**config.mk**
```make
export PLATFORM = sky130hd
export DESIGN_NAME = ingress_cell_queue_flat
export DESIGN_NICKNAME = d
export VERILOG_FILES = /design/src/rtl/ingress_cell_queue_if.sv /design/src/rtl/ingress_cell_queue.sv /design/src/flat_wrapper.sv
export SDC_FILE = /design/constraint.sdc
export NUM_CORES = 1
export LEC_CHECK = 0
export ABC_AREA = 1
export BUFFER_PORTS_ARGS = -buffer_cell sky130_fd_sc_hd__buf_2
export CAP_MARGIN = 20
export CORE_MARGIN = 3
export CORE_UTILIZATION = 40
export CTS_BUF_LIST = sky130_fd_sc_hd__clkbuf_8
export CTS_CLUSTER_DIAMETER = 100
export DETAILED_ROUTE_END_ITERATION = 7
export PLACE_DENSITY_LB_ADDON = 0.12
export SETUP_SLACK_MARGIN = 0.15
export SLEW_MARGIN = 20
export SYNTH_ARGS = -nofsm -noshare
export SYNTH_HDL_FRONTEND = slang
export SYNTH_SLANG_ARGS = --single-unit
```
**constraint.sdc**
```tcl
create_clock -name clk -period 3.4 [get_ports clk]
set_input_delay 0.85 -clock clk [delete_from_list [all_inputs] [get_ports clk]]
set_output_delay 0.85 -clock clk [all_outputs]
set_load 0.03 [all_outputs]
```
**src/rtl/ingress_cell_queue_if.sv**
```systemverilog
// Bundle between one input port's cell queue, the port receive logic and the output arbiter.
// master = receive logic + arbiter side, slave = the queue itself.
interface ingress_cell_queue_if #(
    parameter int ADDR_WIDTH = 4,
    parameter int DATA_WIDTH = 32,
    parameter int DEPTH      = 8
);
    localparam int CNT_W = $clog2(DEPTH + 1);

    logic                  in_valid;
    logic                  in_ready;
    logic [ADDR_WIDTH-1:0] in_dst;
    logic [DATA_WIDTH-1:0] in_data;
    logic [ADDR_WIDTH-1:0] port_dst;
    logic                  grant;
    logic                  out_valid;
    logic [DATA_WIDTH-1:0] out_data;
    logic [CNT_W-1:0]      count;
    logic [15:0]           drop_cnt;

    modport master (
        output in_valid, in_dst, in_data, grant,
        input  in_ready, port_dst, out_valid, out_data, count, drop_cnt
    );

    modport slave (
        input  in_valid, in_dst, in_data, grant,
        output in_ready, port_dst, out_valid, out_data, count, drop_cnt
    );
endinterface

```
**src/rtl/ingress_cell_queue.sv**
```systemverilog
// Per-input cell FIFO: queues {dst, data} cells, requests with the head mask, pops one cell per grant.
// Zero-mask cells complete the handshake but are discarded and counted.
module ingress_cell_queue #(
    parameter int DATA_WIDTH = 32,
    parameter int DEPTH      = 8,
    parameter int ADDR_WIDTH = 4
) (
    input  logic                 clk,
    input  logic                 rst_n,
    ingress_cell_queue_if.slave  bus
);
    localparam int PTR_W  = $clog2(DEPTH);
    localparam int CNT_W  = $clog2(DEPTH + 1);
    localparam int CELL_W = ADDR_WIDTH + DATA_WIDTH;
    localparam logic [CNT_W-1:0] FULL = CNT_W'(DEPTH);

    logic [CELL_W-1:0] mem_q [DEPTH];
    logic [PTR_W-1:0]  wr_ptr_q, wr_ptr_d;
    logic [PTR_W-1:0]  rd_ptr_q, rd_ptr_d;
    logic [CNT_W-1:0]  count_q, count_d;
    logic [15:0]       drop_cnt_q, drop_cnt_d;

    logic              not_empty;
    logic              in_ready;
    logic              accept;
    logic              push;
    logic              drop;
    logic              pop;
    logic [CELL_W-1:0] head;

    // Ready comes from the registered count only, so a pop never frees a slot in the same cycle.
    assign not_empty = (count_q != '0);
    assign in_ready  = (count_q != FULL);
    assign accept    = bus.in_valid && in_ready;
    assign push      = accept && (bus.in_dst != '0);
    assign drop      = accept && (bus.in_dst == '0);
    assign pop       = bus.grant && not_empty;
    assign head      = mem_q[rd_ptr_q];

    always_comb begin
        wr_ptr_d   = wr_ptr_q;
        rd_ptr_d   = rd_ptr_q;
        count_d    = count_q;
        drop_cnt_d = drop_cnt_q;

        if (push) begin
            wr_ptr_d = wr_ptr_q + PTR_W'(1);
        end
        if (pop) begin
            rd_ptr_d = rd_ptr_q + PTR_W'(1);
        end

        case ({push, pop})
            2'b10:   count_d = count_q + CNT_W'(1);
            2'b01:   count_d = count_q - CNT_W'(1);
            default: count_d = count_q;
        endcase

        if (drop && (drop_cnt_q != 16'hFFFF)) begin
            drop_cnt_d = drop_cnt_q + 16'd1;
        end
    end

    always_ff @(posedge clk or negedge rst_n) begin
        if (!rst_n) begin
            wr_ptr_q   <= '0;
            rd_ptr_q   <= '0;
            count_q    <= '0;
            drop_cnt_q <= '0;
        end else begin
            wr_ptr_q   <= wr_ptr_d;
            rd_ptr_q   <= rd_ptr_d;
            count_q    <= count_d;
            drop_cnt_q <= drop_cnt_d;
        end
    end

    // Storage is never reset; an entry is only read once count says it was written.
    always_ff @(posedge clk) begin
        if (push) begin
            mem_q[wr_ptr_q] <= {bus.in_dst, bus.in_data};
        end
    end

    assign bus.in_ready  = in_ready;
    assign bus.port_dst  = not_empty ? head[CELL_W-1 -: ADDR_WIDTH] : '0;
    assign bus.out_valid = pop;
    assign bus.out_data  = not_empty ? head[DATA_WIDTH-1:0] : '0;
    assign bus.count     = count_q;
    assign bus.drop_cnt  = drop_cnt_q;
endmodule

```
**src/flat_wrapper.sv**
```systemverilog
// flat-port wrapper written by rule: the top's interface ports become plain ports
module ingress_cell_queue_flat 
#(
    parameter int DATA_WIDTH = 32,
    parameter int DEPTH      = 8,
    parameter int ADDR_WIDTH = 4
)
  (clk, rst_n, bus_in_valid, bus_in_dst, bus_in_data, bus_grant, bus_in_ready, bus_port_dst, bus_out_valid, bus_out_data, bus_count, bus_drop_cnt);
  ingress_cell_queue_if #(.ADDR_WIDTH(ADDR_WIDTH), .DATA_WIDTH(DATA_WIDTH), .DEPTH(DEPTH)) bus_i ();
  input  logic clk;
  input  logic rst_n;
  input wire logic [$bits(bus_i.in_valid)-1:0] bus_in_valid;
  input wire logic [$bits(bus_i.in_dst)-1:0] bus_in_dst;
  input wire logic [$bits(bus_i.in_data)-1:0] bus_in_data;
  input wire logic [$bits(bus_i.grant)-1:0] bus_grant;
  output wire logic [$bits(bus_i.in_ready)-1:0] bus_in_ready;
  output wire logic [$bits(bus_i.port_dst)-1:0] bus_port_dst;
  output wire logic [$bits(bus_i.out_valid)-1:0] bus_out_valid;
  output wire logic [$bits(bus_i.out_data)-1:0] bus_out_data;
  output wire logic [$bits(bus_i.count)-1:0] bus_count;
  output wire logic [$bits(bus_i.drop_cnt)-1:0] bus_drop_cnt;
  assign bus_i.in_valid = bus_in_valid;
  assign bus_i.in_dst = bus_in_dst;
  assign bus_i.in_data = bus_in_data;
  assign bus_i.grant = bus_grant;
  assign bus_in_ready = bus_i.in_ready;
  assign bus_port_dst = bus_i.port_dst;
  assign bus_out_valid = bus_i.out_valid;
  assign bus_out_data = bus_i.out_data;
  assign bus_count = bus_i.count;
  assign bus_drop_cnt = bus_i.drop_cnt;
  ingress_cell_queue #(.DATA_WIDTH(DATA_WIDTH), .DEPTH(DEPTH), .ADDR_WIDTH(ADDR_WIDTH)) u_core (.clk(clk), .rst_n(rst_n), .bus(bus_i));
endmodule
```
==> results.sh <==
export IMPL_design_core_area_um2=31800
export IMPL_synth_xor_xnor_area_share_pct=0.742
export IMPL_ant_nets=0
export IMPL_drt_drc_violations_left=0
export IMPL_synth_cell_types=32
export IMPL_path_class="reg2out"
export IMPL_max_slew_margin_pct=56.6
export IMPL_hold_violations=0
export IMPL_die_x_um=186
export IMPL_synthMuxAreaShare_pct=0
export IMPL_final_cell_mix="edfxtp_1, nor2_1, o21ai_0"
export IMPL_worst_path_max_fanout=31
export IMPL_tightest_slew_ns=0.651
export IMPL_ios=98
export IMPL_skew_ns=0.0233
export IMPL_ir_drop_v=0.000642
export IMPL_rsz0062_at_grt="yes"
export IMPL_final_common_cell="edfxtp_1"
export IMPL_synth_top_family_by_area="simple AND/OR/NAND/NOR gates"
export IMPL_drt_iter0_drc=540
export IMPL_cp_data_arrival_time_ns=2.29
export IMPL_p_clk_share_pct=22.3
export IMPL_leakagePower_nw=5.65
export IMPL_drtPass1Iterations=5
export IMPL_avgSynthCellArea_um2=12.0
export IMPL_ctsRootBufferMaster="clkbuf_8"
export IMPL_period_share_pct=92.4
export IMPL_crit_path_end_kind="output pin"
export IMPL_areaGrowthSynthToFinish_pct=17.6
export IMPL_worstHoldPathType="in2async"
export IMPL_insertedDiodeCount=0
export IMPL_synth_seq_cells=314
export IMPL_synth_area_um2=13000
export IMPL_globalRouteMet1Util_pct=24.3
export IMPL_antenna_found_initial=1
export IMPL_finalMaxSlewViolations=0
export IMPL_via_count=8560
export IMPL_detail_route_wl_per_cell_um=18.6
export IMPL_cts_tree="built"
export IMPL_busiest_layer="met2"
export IMPL_setup_ws_ns=0.258
export IMPL_yosys_area_top_type="edfxtp_1"
export IMPL_yosys_warnings=0
export IMPL_yosys_area_share_simple_pct=13.3
export IMPL_powerDensity_nw_per_um2=916
export IMPL_power_frac_comb_pct=41.1
export IMPL_yosysSeqAreaShare_pct=71.6
export IMPL_pwr_share_seq_pct=36.6
export IMPL_synthTopCellsByArea="edfxtp_1, nor2_1, dfrtp_1"
export IMPL_dieArea_um2=34700
export IMPL_totalWireLength_um=31700
export IMPL_status="finished, final reports clean"
export IMPL_gp_congestion=0.779
export IMPL_grt_max_degree=110
export IMPL_rows=65
export IMPL_final_nets=1267
export IMPL_clock_sinks=314
export IMPL_drv_cap=0
export IMPL_overflow=0
export IMPL_n_fill_cell=2916
export IMPL_htreeDepth=2
export IMPL_grt_pass1_vias=8490
export IMPL_syn_nets=1132
export IMPL_hpwl_um=17100
export IMPL_grt_pass1_wl_um=48200
export IMPL_grt_use_met3_pct=3.09
export IMPL_cts_buffers_inserted=54
export IMPL_avgViaCountPerCell=5.03
export IMPL_grt_use_met2_pct=30.5
export IMPL_clk_pin_slew_ns=0.06
export IMPL_cts_buffer_depth=3
export IMPL_startpoint_type="register"
export IMPL_die_height_um=186
export IMPL_final_layout_size_suffix_gt1_share_pct=19.8
export IMPL_worstPathRequired_ns=2.55
export IMPL_synth_adder_area_share_pct=0.578
export IMPL_setup_tns_ns=0
export IMPL_yosysTopAreaCellShare_pct=66.6
export IMPL_place_ws_ns=0.529
export IMPL_p_int_w=0.00823
export IMPL_synth_compound_area_share_pct=10.1
export IMPL_layout_min_cycle_time_ns=3.14
export IMPL_syn_inst=1086
export IMPL_port_buffers=97
export IMPL_initial_utilization_pct=40.8
export IMPL_clk_latency_ns=0.57
export IMPL_max_freq_mhz=318
export IMPL_setup_viol=0
export IMPL_track_usage_pct=18.0
export IMPL_netSwitchingFraction_pct=41.2
export IMPL_p_switching_w=0.00577
worst paths after layout:
check | start | end | slack [ns] | cells after the start
min in group clk | u_core.wr_ptr_q[2] | u_core.wr_ptr_q[2] | 0.53 | 2
setup reg to reg | u_core.bus.count[3] | u_core.bus.count[2] | 1.03 | 12
hold / removal | rst_n | u_core.bus.drop_cnt[4] | 0.30 | 1
setup / recovery | u_core.rd_ptr_q[0] | bus_out_data[11] | 0.26 | 8
hold reg to reg | u_core.wr_ptr_q[2] | u_core.wr_ptr_q[2] | 0.53 | 2
max in group asynchronous | rst_n | u_core.rd_ptr_q[0] | 2.61 | 1
sequential cells by signal (all words and copies together) (netlist names):
signal,count
u_core.bus.drop_cnt,16
u_core.mem_q,288
u_core.wr_ptr_q,3
u_core.rd_ptr_q,3
u_core.bus.count,4
synthesized netlist by cell type:
cell type and instances:
buf_6 14, nand2_1 118, inv_4 1, xnor2_1 3
edfxtp_1 288, clkbuf_2 2, dfrtp_1 26, inv_2 2
nor2_2 3, or2_2 1, xor2_1 8, buf_2 10
clkinv_2 1, a31oi_1 1, buf_4 2, nor2_1 281
a21oi_1 1, nand4_1 6, o21ai_0 120, buf_1 4
o211ai_1 36, or2_1 1, nand3_1 12, nand3_2 3
nand2_2 8, clkbuf_1 27, o21ai_1 28, ha_1 6
inv_1 28, o21ai_2 7, nor2_4 2, o22ai_1 36
layer usage:
| metal | part of all wire (%) | routed length (um) |
|---|---|---|
| met5 | 0.025 | 8 |
| met4 | 2.0 | 629 |
| met3 | 5.2 | 1660 |
| met2 | 48 | 15200 |
| met1 | 45 | 14200 |
layout make-up:
| type | count | area, um2 | share of cell area [%] |
|---|---|---|---|
| flip-flops and latches | 314 | 9310 | 61.0 |
| multi-input cells | 681 | 3290 | 21.5 |
| repair buffers | 137 | 985 | 6.45 |
| clock buffers | 57 | 785 | 5.14 |
| well taps | 435 | 544 | 3.56 |
| clock inverters | 44 | 214 | 1.40 |
| inverters | 32 | 138 | 0.901 |
| repair inverters | 1 | 8.76 | 0.0574 |
logic make-up after synthesis:
group,Yosys count
AND/OR/NAND/NOR,435
flip-flops,314
AO/OA/AOI/OAI,229
buffers and inverters,91
XOR/XNOR,11
adder cells (fa/ha/maj),6
power by group through the flow:
stage	clock [W]	combinational, W	sequential (W)
detailed placement	0	0.00544	0.00521
global placement	0	0.00542	0.00520
floorplan	0	0.00376	0.00519
CTS	0.00324	0.00570	0.00512
global route	0.00343	0.00638	0.00518
finish	0.00312	0.00574	0.00512
critical path, stage by stage (launching register included):
cell and delay [ns]:
dfrtp_4 0.56, buf_4 0.37, nor2_1 0.08, nor2_1 0.08, o21ai_0 0.09, o211ai_1 0.09, nand2_1 0.07, nor2_1 0.14
buf_2 0.22
stage by stage:
stage               util, %  power (W)  area [um2]  instances  hold WS, ns
finish                 48.0     0.0140       15300       1701        0.300
global route           48.0     0.0150       15300       1701        0.330
CTS                    47.8     0.0141       15200       1697        0.289
detailed placement     44.2     0.0106       14100       1591        0.509
global placement       44.2     0.0106       14100       1591        0.514
floorplan                 -    0.00895       13000       1086        0.482
repair_timing:
item / 4_1_cts / 5_1_grt
hold endpoints to repair: 0 / 0
setup buffers: 3 / 2
setup endpoints to repair: 32 / 28
hold buffers: 0 / 0
gates resized for setup: 10 / 11
cloned: 2 / 2
No activity file was read; power rests on OpenSTA's default activity.
